===== src/rtl/ifetch_stage_pkg.sv =====
// ifetch_stage_pkg: shared widths, NOP encoding and IF state encodings for the fetch stage
package ifetch_stage_pkg;
  localparam int PC_SIZE = 32;
  localparam int INSTR_SIZE = 32;
  localparam logic [INSTR_SIZE-1:0] NOP_INSTR_DEF = 32'h0000_0013;
  typedef enum logic [1:0] {
    IF_ST_REQ  = 2'd0,
    IF_ST_WAIT = 2'd1,
    IF_ST_HOLD = 2'd2
  } if_state_e;
endpackage


===== src/rtl/ifetch_stage_ifid_reg.sv =====
// ifetch_stage_ifid_reg: IF/ID pipeline register with load, flush-to-NOP and drain controls
module ifetch_stage_ifid_reg
  import ifetch_stage_pkg::*;
#(
  parameter logic [PC_SIZE-1:0]    RESET_PC  = '0,
  parameter logic [INSTR_SIZE-1:0] NOP_INSTR = NOP_INSTR_DEF
) (
  input  logic                  clk,
  input  logic                  rst_n,
  input  logic                  load_i,
  input  logic                  flush_i,
  input  logic                  drain_i,
  input  logic [INSTR_SIZE-1:0] instr_i,
  input  logic [PC_SIZE-1:0]    pc_i,
  output logic                  valid_o,
  output logic [INSTR_SIZE-1:0] instr_o,
  output logic [PC_SIZE-1:0]    pc_o
);
  logic                  valid_q, valid_d;
  logic [INSTR_SIZE-1:0] instr_q, instr_d;
  logic [PC_SIZE-1:0]    pc_q, pc_d;
  // flush wins over load; pc is left untouched by a flush
  always_comb begin
    valid_d = flush_i ? 1'b0 : load_i ? 1'b1 : drain_i ? 1'b0 : valid_q;
    instr_d = flush_i ? NOP_INSTR : load_i ? instr_i : instr_q;
    pc_d    = (!flush_i && load_i) ? pc_i : pc_q;
  end
  always_ff @(posedge clk) begin
    if (!rst_n) begin
      valid_q <= 1'b0;
      instr_q <= NOP_INSTR;
      pc_q    <= RESET_PC;
    end else begin
      valid_q <= valid_d;
      instr_q <= instr_d;
      pc_q    <= pc_d;
    end
  end
  assign valid_o = valid_q;
  assign instr_o = instr_q;
  assign pc_o    = pc_q;
endmodule


===== src/rtl/ifetch_stage.sv =====
// ifetch_stage: PC register, single-outstanding imem fetch FSM and IF/ID loading with
// redirect kill and ID backpressure.
module ifetch_stage
  import ifetch_stage_pkg::*;
#(
  parameter logic [PC_SIZE-1:0]    RESET_PC  = '0,
  parameter logic [INSTR_SIZE-1:0] NOP_INSTR = NOP_INSTR_DEF
) (
  input  logic                  clk,
  input  logic                  rst_n,
  output logic [PC_SIZE-1:0]    pc_o,
  output logic [INSTR_SIZE-1:0] instr_o,
  output logic                  instr_vld_o,
  input  logic [PC_SIZE-1:0]    pc_next_i,
  input  logic                  instr_nop_sel_i,
  output logic                  imem_req_o,
  output logic [PC_SIZE-1:0]    imem_addr_o,
  input  logic                  imem_gnt_i,
  input  logic                  imem_rvalid_i,
  input  logic [INSTR_SIZE-1:0] imem_rdata_i,
  input  logic                  id_ready_i,
  output logic                  id_valid_o,
  output logic [INSTR_SIZE-1:0] id_instr_o,
  output logic [PC_SIZE-1:0]    id_pc_o
);
  if_state_e             state_q, state_d;
  logic [PC_SIZE-1:0]    pc_q, pc_d;
  logic                  kill_q, kill_d;
  logic [INSTR_SIZE-1:0] hold_q, hold_d;
  logic                  resp, live, accept;
  assign resp        = state_q == IF_ST_WAIT && imem_rvalid_i && !kill_q;
  assign live        = resp || state_q == IF_ST_HOLD;
  assign accept      = live && id_ready_i && !instr_nop_sel_i;
  assign instr_o     = state_q == IF_ST_HOLD ? hold_q : resp ? imem_rdata_i : NOP_INSTR;
  assign instr_vld_o = live;
  assign pc_o        = pc_q;
  assign imem_req_o  = state_q == IF_ST_REQ;
  assign imem_addr_o = pc_q;
  assign pc_d        = (instr_nop_sel_i || accept) ? pc_next_i : pc_q;
  always_comb begin
    state_d = state_q;
    kill_d  = kill_q;
    hold_d  = hold_q;
    unique case (state_q)
      IF_ST_REQ: begin
        if (imem_gnt_i) begin
          state_d = IF_ST_WAIT;
          kill_d  = instr_nop_sel_i;
        end
      end
      IF_ST_WAIT: begin
        if (imem_rvalid_i) begin
          kill_d = 1'b0;
          if (resp && !instr_nop_sel_i && !id_ready_i) begin
            state_d = IF_ST_HOLD;
            hold_d  = imem_rdata_i;
          end else
            state_d = IF_ST_REQ;
        end else
          kill_d = kill_q || instr_nop_sel_i;
      end
      IF_ST_HOLD: state_d = (instr_nop_sel_i || id_ready_i) ? IF_ST_REQ : IF_ST_HOLD;
      default: begin
        state_d = IF_ST_REQ;
        kill_d  = 1'b0;
      end
    endcase
  end
  always_ff @(posedge clk) begin
    if (!rst_n) begin
      state_q <= IF_ST_REQ;
      pc_q    <= RESET_PC;
      kill_q  <= 1'b0;
      hold_q  <= NOP_INSTR;
    end else begin
      state_q <= state_d;
      pc_q    <= pc_d;
      kill_q  <= kill_d;
      hold_q  <= hold_d;
    end
  end
  ifetch_stage_ifid_reg #(
    .RESET_PC (RESET_PC),
    .NOP_INSTR(NOP_INSTR)
  ) u_ifid (
    .clk    (clk),
    .rst_n  (rst_n),
    .load_i (accept),
    .flush_i(instr_nop_sel_i),
    .drain_i(id_ready_i && !accept),
    .instr_i(instr_o),
    .pc_i   (pc_q),
    .valid_o(id_valid_o),
    .instr_o(id_instr_o),
    .pc_o   (id_pc_o)
  );
endmodule

===== config.mk =====
export PLATFORM = sky130hd
export DESIGN_NAME = ifetch_stage
export DESIGN_NICKNAME = d
export VERILOG_FILES = /design/src/rtl/ifetch_stage_pkg.sv /design/src/rtl/ifetch_stage_ifid_reg.sv /design/src/rtl/ifetch_stage.sv
export SDC_FILE = /design/constraint.sdc
export NUM_CORES = 1
export LEC_CHECK = 0
export ABC_AREA = 1
export CAP_MARGIN = 30
export CORE_MARGIN = 2
export CORE_UTILIZATION = 30
export DETAILED_ROUTE_END_ITERATION = 6
export PLACE_DENSITY = 0.59
export RECOVER_POWER = 25
export SYNTH_ARGS = -nofsm -noshare
export SYNTH_HDL_FRONTEND = slang
export SYNTH_SLANG_ARGS = --single-unit

===== constraint.sdc =====
create_clock -name clk -period 1.9 [get_ports clk]
set_clock_uncertainty 0.15 [all_clocks]
set_input_delay 0.57 -clock clk [delete_from_list [all_inputs] [get_ports clk]]
set_output_delay 0.57 -clock clk [all_outputs]
set_load 0.005 [all_outputs]

# Word level (Yosys, flattened, before mapping)
# Cells that the tools add are included.
# classes
eq_ne	4
mux	12
n_bitwise	2
reduce_logical	22
# op_table
cell	n
two-way mux 32 bit	2
logical AND 1 bit	8
two-way mux 2 bit	4
case mux 2 bit (3 select lines)	1
zero test 1 bit	4
logical OR 1 bit	4
two-way mux 1 bit	4
AND reduction 2 bit	2
case mux 1 bit (3 select lines)	1
AND reduction 3 bit	1
equality test 2 x 1 -> 1 bit (second input constant)	1
equality test 2 bit (second input constant)	1
zero test 2 bit	1
!= test 2 x 1 -> 1 bit (second input constant)	1
!= test 2 bit (second input constant)	1
inverter 1 bit	2
nonzero test 2 bit	1
OR reduction 2 bit	1
# totals
register_bits	132
output_inout_bits	163
wordCells	47

# Longest topological paths before layout
# depth
word_depth	10
mapped_depth	10
ltp_nobuf	8

# Hierarchy
# From an unflattened synthesis, not the netlist that was laid out.
# hier_totals
cells_unflattened	873
hier_area_um2	6057.1
# by_module_without_submodules
mod	instances	cells_per_inst	area_per_inst_um2	seq_area_each_um2
ifetch_stage	1	521	3540.9	1341.3
ifetch_stage_ifid_reg	1	352	2516.2	1301.2

# Worst setup path before layout
# OpenSTA, ideal clock, no wires.
# synth_path
path_type	input to output
startpoint	input port imem_rvalid_i
endpoint	output port instr_o[11]
arrival_time_ns	1.164
required_ns	1.180
path_slack_ns	0.016
stages	7
path_buffers	1
path_cell_list	inv_1 > nor2_1 > nand2_2 > inv_2 > buf_2 > nand2_1 > nand2_1
# synth_between
elab_chain_len	4
# synth_rtl
item	line_no	rtl
from (decl)	ifetch_stage.sv:19	input logic imem_rvalid_i,
logical AND 1 bit (2 in series)	ifetch_stage.sv:31	assign resp = state_q == IF_ST_WAIT && imem_rvalid_i && !kill_q;
two-way mux 32 bit (2 in series)	ifetch_stage.sv:34	assign instr_o = state_q == IF_ST_HOLD ? hold_q : resp ? imem_rdata_i : NOP_INSTR;
to (decl)	ifetch_stage.sv:12	output logic [INSTR_SIZE-1:0] instr_o,
# No other way between the ends.

# Final worst setup path
# layout_path
startpoint	register state_q[0]
endpoint	output port instr_o[26]
# layout_between
elab_chain_len	5
elab_cells_between_ends	6
classes_between	2 x eq/ne; 2 x mux; 2 x reduce/logical
# layout_rtl
item	line_no	rtl
from (decl)	ifetch_stage.sv:26	if_state_e state_q, state_d;
from (signal assigned)	ifetch_stage.sv:76	state_q <= state_d;
equality test 2 x 1 -> 1 bit	ifetch_stage.sv:31	
logical AND 1 bit (2 in series)	ifetch_stage.sv:31	
two-way mux 32 bit	ifetch_stage.sv:34	
two-way mux 32 bit (*)	ifetch_stage.sv:34	
# Every way passes the cells marked *; elsewhere a longest branch is shown, timed or not.

==> summary.md <==
| Metric | Value |
|---|---|
| Status | finished, violations left |
| Failing checks | setup timing |
| Initial antenna violation count | 0 |
| Hold WS | 0.3069 ns |
| GP Congestion | 0.7742 |
| Total gr overflow | 0 |
| Min cycle time layout | 2.385 ns |
| Initial DRT Pass Iterations | 4 |
| DP Area | 8880 um^2 |
| Crit path launch type | flip-flop |
| Crit-path cells | inv_4, nand2_4, clkinvlp_4, buf_6, buf_8, nand2_2, nand2_2, buf_6 |
| Power density over cell area | 694.9 nW/um^2 |
| Total GRT Usage | 19.75% |
| Die H | 145.1 um |
| Post-Syn Nets | 993 |
| Post-route cell area | 11520 um^2 |
| WL/cell | 15.07 um |
| Row count | 51 |
| Met3 Track Usage GR | 6.038% |
| Worst hold path type | flip-flop to flip-flop |
| Final antenna-violating net count | 0 |
| Seq cells post-synth | 132 |
| Clock Sinks | 132 |
| Crit Reg-Reg Endpoint | u_ifid.instr_o[26] |
| Setup slack, reg-to-reg | -0.36 ns |
| Post-synthesis cell count | 923 |
| Reg2Reg Depth | 16 |
| Drt via density | 4.363 |
| Initial Util | 30.58% |
| Top_reg_cell synth | dfxtp_1 |
| Commonest cells post-synth | nand2_1, nor2_1, dfxtp_1 |
| Vias in the first global route | 6335 |
| Io pins | 233 |
| Number of synthesis warnings | 0 |
| Max Cap Viol | 0 |
| Area delta synth->final | 92.98% |
| CTS Hold Bufs | 0 |
| Mapped cell area | 5971 um^2 |
| Sequential fraction of the synthesis area | 44.26% |
| Share of flip-flops with an asynchronous set or reset | 0% |
| CTS Buffer Depth | 2 |
| Crit path DAT | 1.66 ns |
| GR Layer Usage met1 | 24.71% |
| Final Max Tran Viols | 0 |
| Final std cells w/o fill | 1559 |
| Worst Setup End Kind | output pin |
| Critical Path RT | 1.18 ns |
| I/O Buffers | 232 |
| Avg Synthesized Cell Area | 6.469 um^2 |
| Core box area | 19530 um^2 |
| Worst Hold Path Cells | 2 |
| Detail Placement HPWL | 13330 um |
| DRT iter0 DRCs | 236 |
| CTS H-tree depth | 4 |
| Final core occ | 59.01% |
| Post-synth top area share | 44.26% |
| Critical path's largest stage delay | 0.35 ns |
| Worst-Margin Slew | 0.6218 ns |
| Synth area leader | dfxtp_1 |
| Setup CP Type | flip-flop to output pin |
| Nets | 1351 |
| Synth top area cells | dfxtp_1, nand2_1, nor2_1 |
| Critical-path maximum fanout | 6 |
| Hold EP | u_ifid.instr_o[4] |
| Placed cells | 1416 |
| Fillers | 1785 |
| Final setup viols | 106 |
| Final hold vios | 0 |
| Die Footprint | 21050 um^2 |
| Final WS setup | -0.4846 ns |
| RSZ-0062 raised after global routing | yes |
| Final TNS setup | -17.45 ns |
| Synth unique cells | 19 |
| Hold path start | u_ifid.instr_o[4] |
| Max_slew headroom | 58.55% |
| Crit share post-route | 125.5% |
| DRC violations left | 0 |
| Most common cell in the synthesized netlist | nand2_1 |
| Maximum vdd drop | 0.6060 mV |
| Clock Root Buffer | clkbuf_16 |
| Met2 usage | 32.93% |
| Layout cells sized above 1 | 35.03% |
| CTS tree | yes |
| Dpl ws | -0.9921 ns |
| FMAX | 0.4194 GHz |
| Die width | 145.1 um |
| Pleak | 6.264 nW |
| Clk slew on worst S/H paths | 0.06 ns |
| Power Total | 8.007 mW |
| First-pass GRT wire length | 33680 um |
| TritonCTS Buffers | 17 |
| Vias | 6802 |
| Critical path's slowest cell | dfxtp_2 |
| GR peak layer | met2 |
| Worst r2r src | state_q[0] |
| Total Routed Length | 23490 um |
| Clk_lat worst skew | 0.42 ns |
| Post-synth EDFFs | 0 |
| Largest net degree at the start of global routing | 75 |
## worst max-delay path, delay by kind of cell (launching register included)
kind          cells  cell delay [ns]
simple gates      3             0.19
flops             1             0.35
buf+inv           5             0.71
## where the power goes
group	switching (mW)	total [mW]	leakage (nW)	internal (mW)
Clock	1.30	3.79	0.318	2.49
Combinational	0.577	1.29	4.86	0.711
Sequential	0.0650	2.93	1.09	2.87
## kinds of logic (layout without fill, tap and decap cells)
group	count (synthesis)	in the layout	share of synthesized area [%]
DFF	132	132	44.26
other	0	1	0
and+or+nand+nor	533	534	34.83
buffers and inverters	191	560	15.26
AOI/OAI and AO/OA	67	67	5.658
## flip-flops by register name, summed over array words and instances, names as in the netlist
signal,flops
hold_q,32
imem_addr_o,32
u_ifid.instr_o,32
u_ifid.pc_o,32
state_q,2
kill_q,1
u_ifid.valid_o,1
## placed cells by master (no fill, tap or decap), drive strengths merged
| cell type | count |
|---|---|
| a21oi | 65 |
| buf | 213 |
| bufbuf | 2 |
| bufinv | 6 |
| clkbuf | 29 |
| clkdlybuf4s15 | 5 |
| clkdlybuf4s50 | 66 |
| clkinv | 4 |
| clkinvlp | 4 |
| dfxtp | 132 |
| diode | 1 |
| dlygate4sd2 | 125 |
| dlymetal6s2s | 1 |
| inv | 105 |
| nand2 | 330 |
| nand3 | 41 |
| nand4 | 1 |
| nor2 | 162 |
| o211ai | 1 |
| o21ai | 1 |
## routing by layer
metal  vias to the layer above  routed length [um]
met5                         -                   0
met2                       237               11570
li1                       3445                   -
met1                      3096                9849
met3                        24                1765
met4                         0                 311
## worst max-delay path by stage
stage                              from          end  slack (ns)  cells after the start
after global placement    imem_rvalid_i  instr_o[21]       -0.98                      9
after floorplan           imem_rvalid_i  instr_o[11]        0.02                      7
after CTS                    state_q[0]  instr_o[15]       -0.49                      7
after detailed placement  imem_rvalid_i  instr_o[20]       -0.99                      9
after global routing         state_q[0]  instr_o[26]       -0.57                      8
final                        state_q[0]  instr_o[26]       -0.48                      8
## cell type report
| cell class | instances | area (um^2) | share of cell area, % |
|---|---|---|---|
| antenna | 1 | 2.502 | 0.02172 |
| timing repair buffer | 423 | 4210 | 36.54 |
| clock buffer | 18 | 439.2 | 3.811 |
| sequential | 132 | 2703 | 23.46 |
| tap | 265 | 331.6 | 2.878 |
| multi-input combinational | 601 | 3194 | 27.72 |
| clock inverter | 13 | 230.2 | 1.998 |
| inverter | 106 | 411.6 | 3.573 |
## timing repair
item / CTS / global route
gates resized for setup: 449 / 163
endpoints found under the setup margin: 290 / 159
buffers inserted: 103 / 17
gates cloned: 7 / 15
endpoints found under the hold margin: 0 / 0
pin swaps: 27 / 30
No activity file was read; power rests on OpenSTA's default activity.
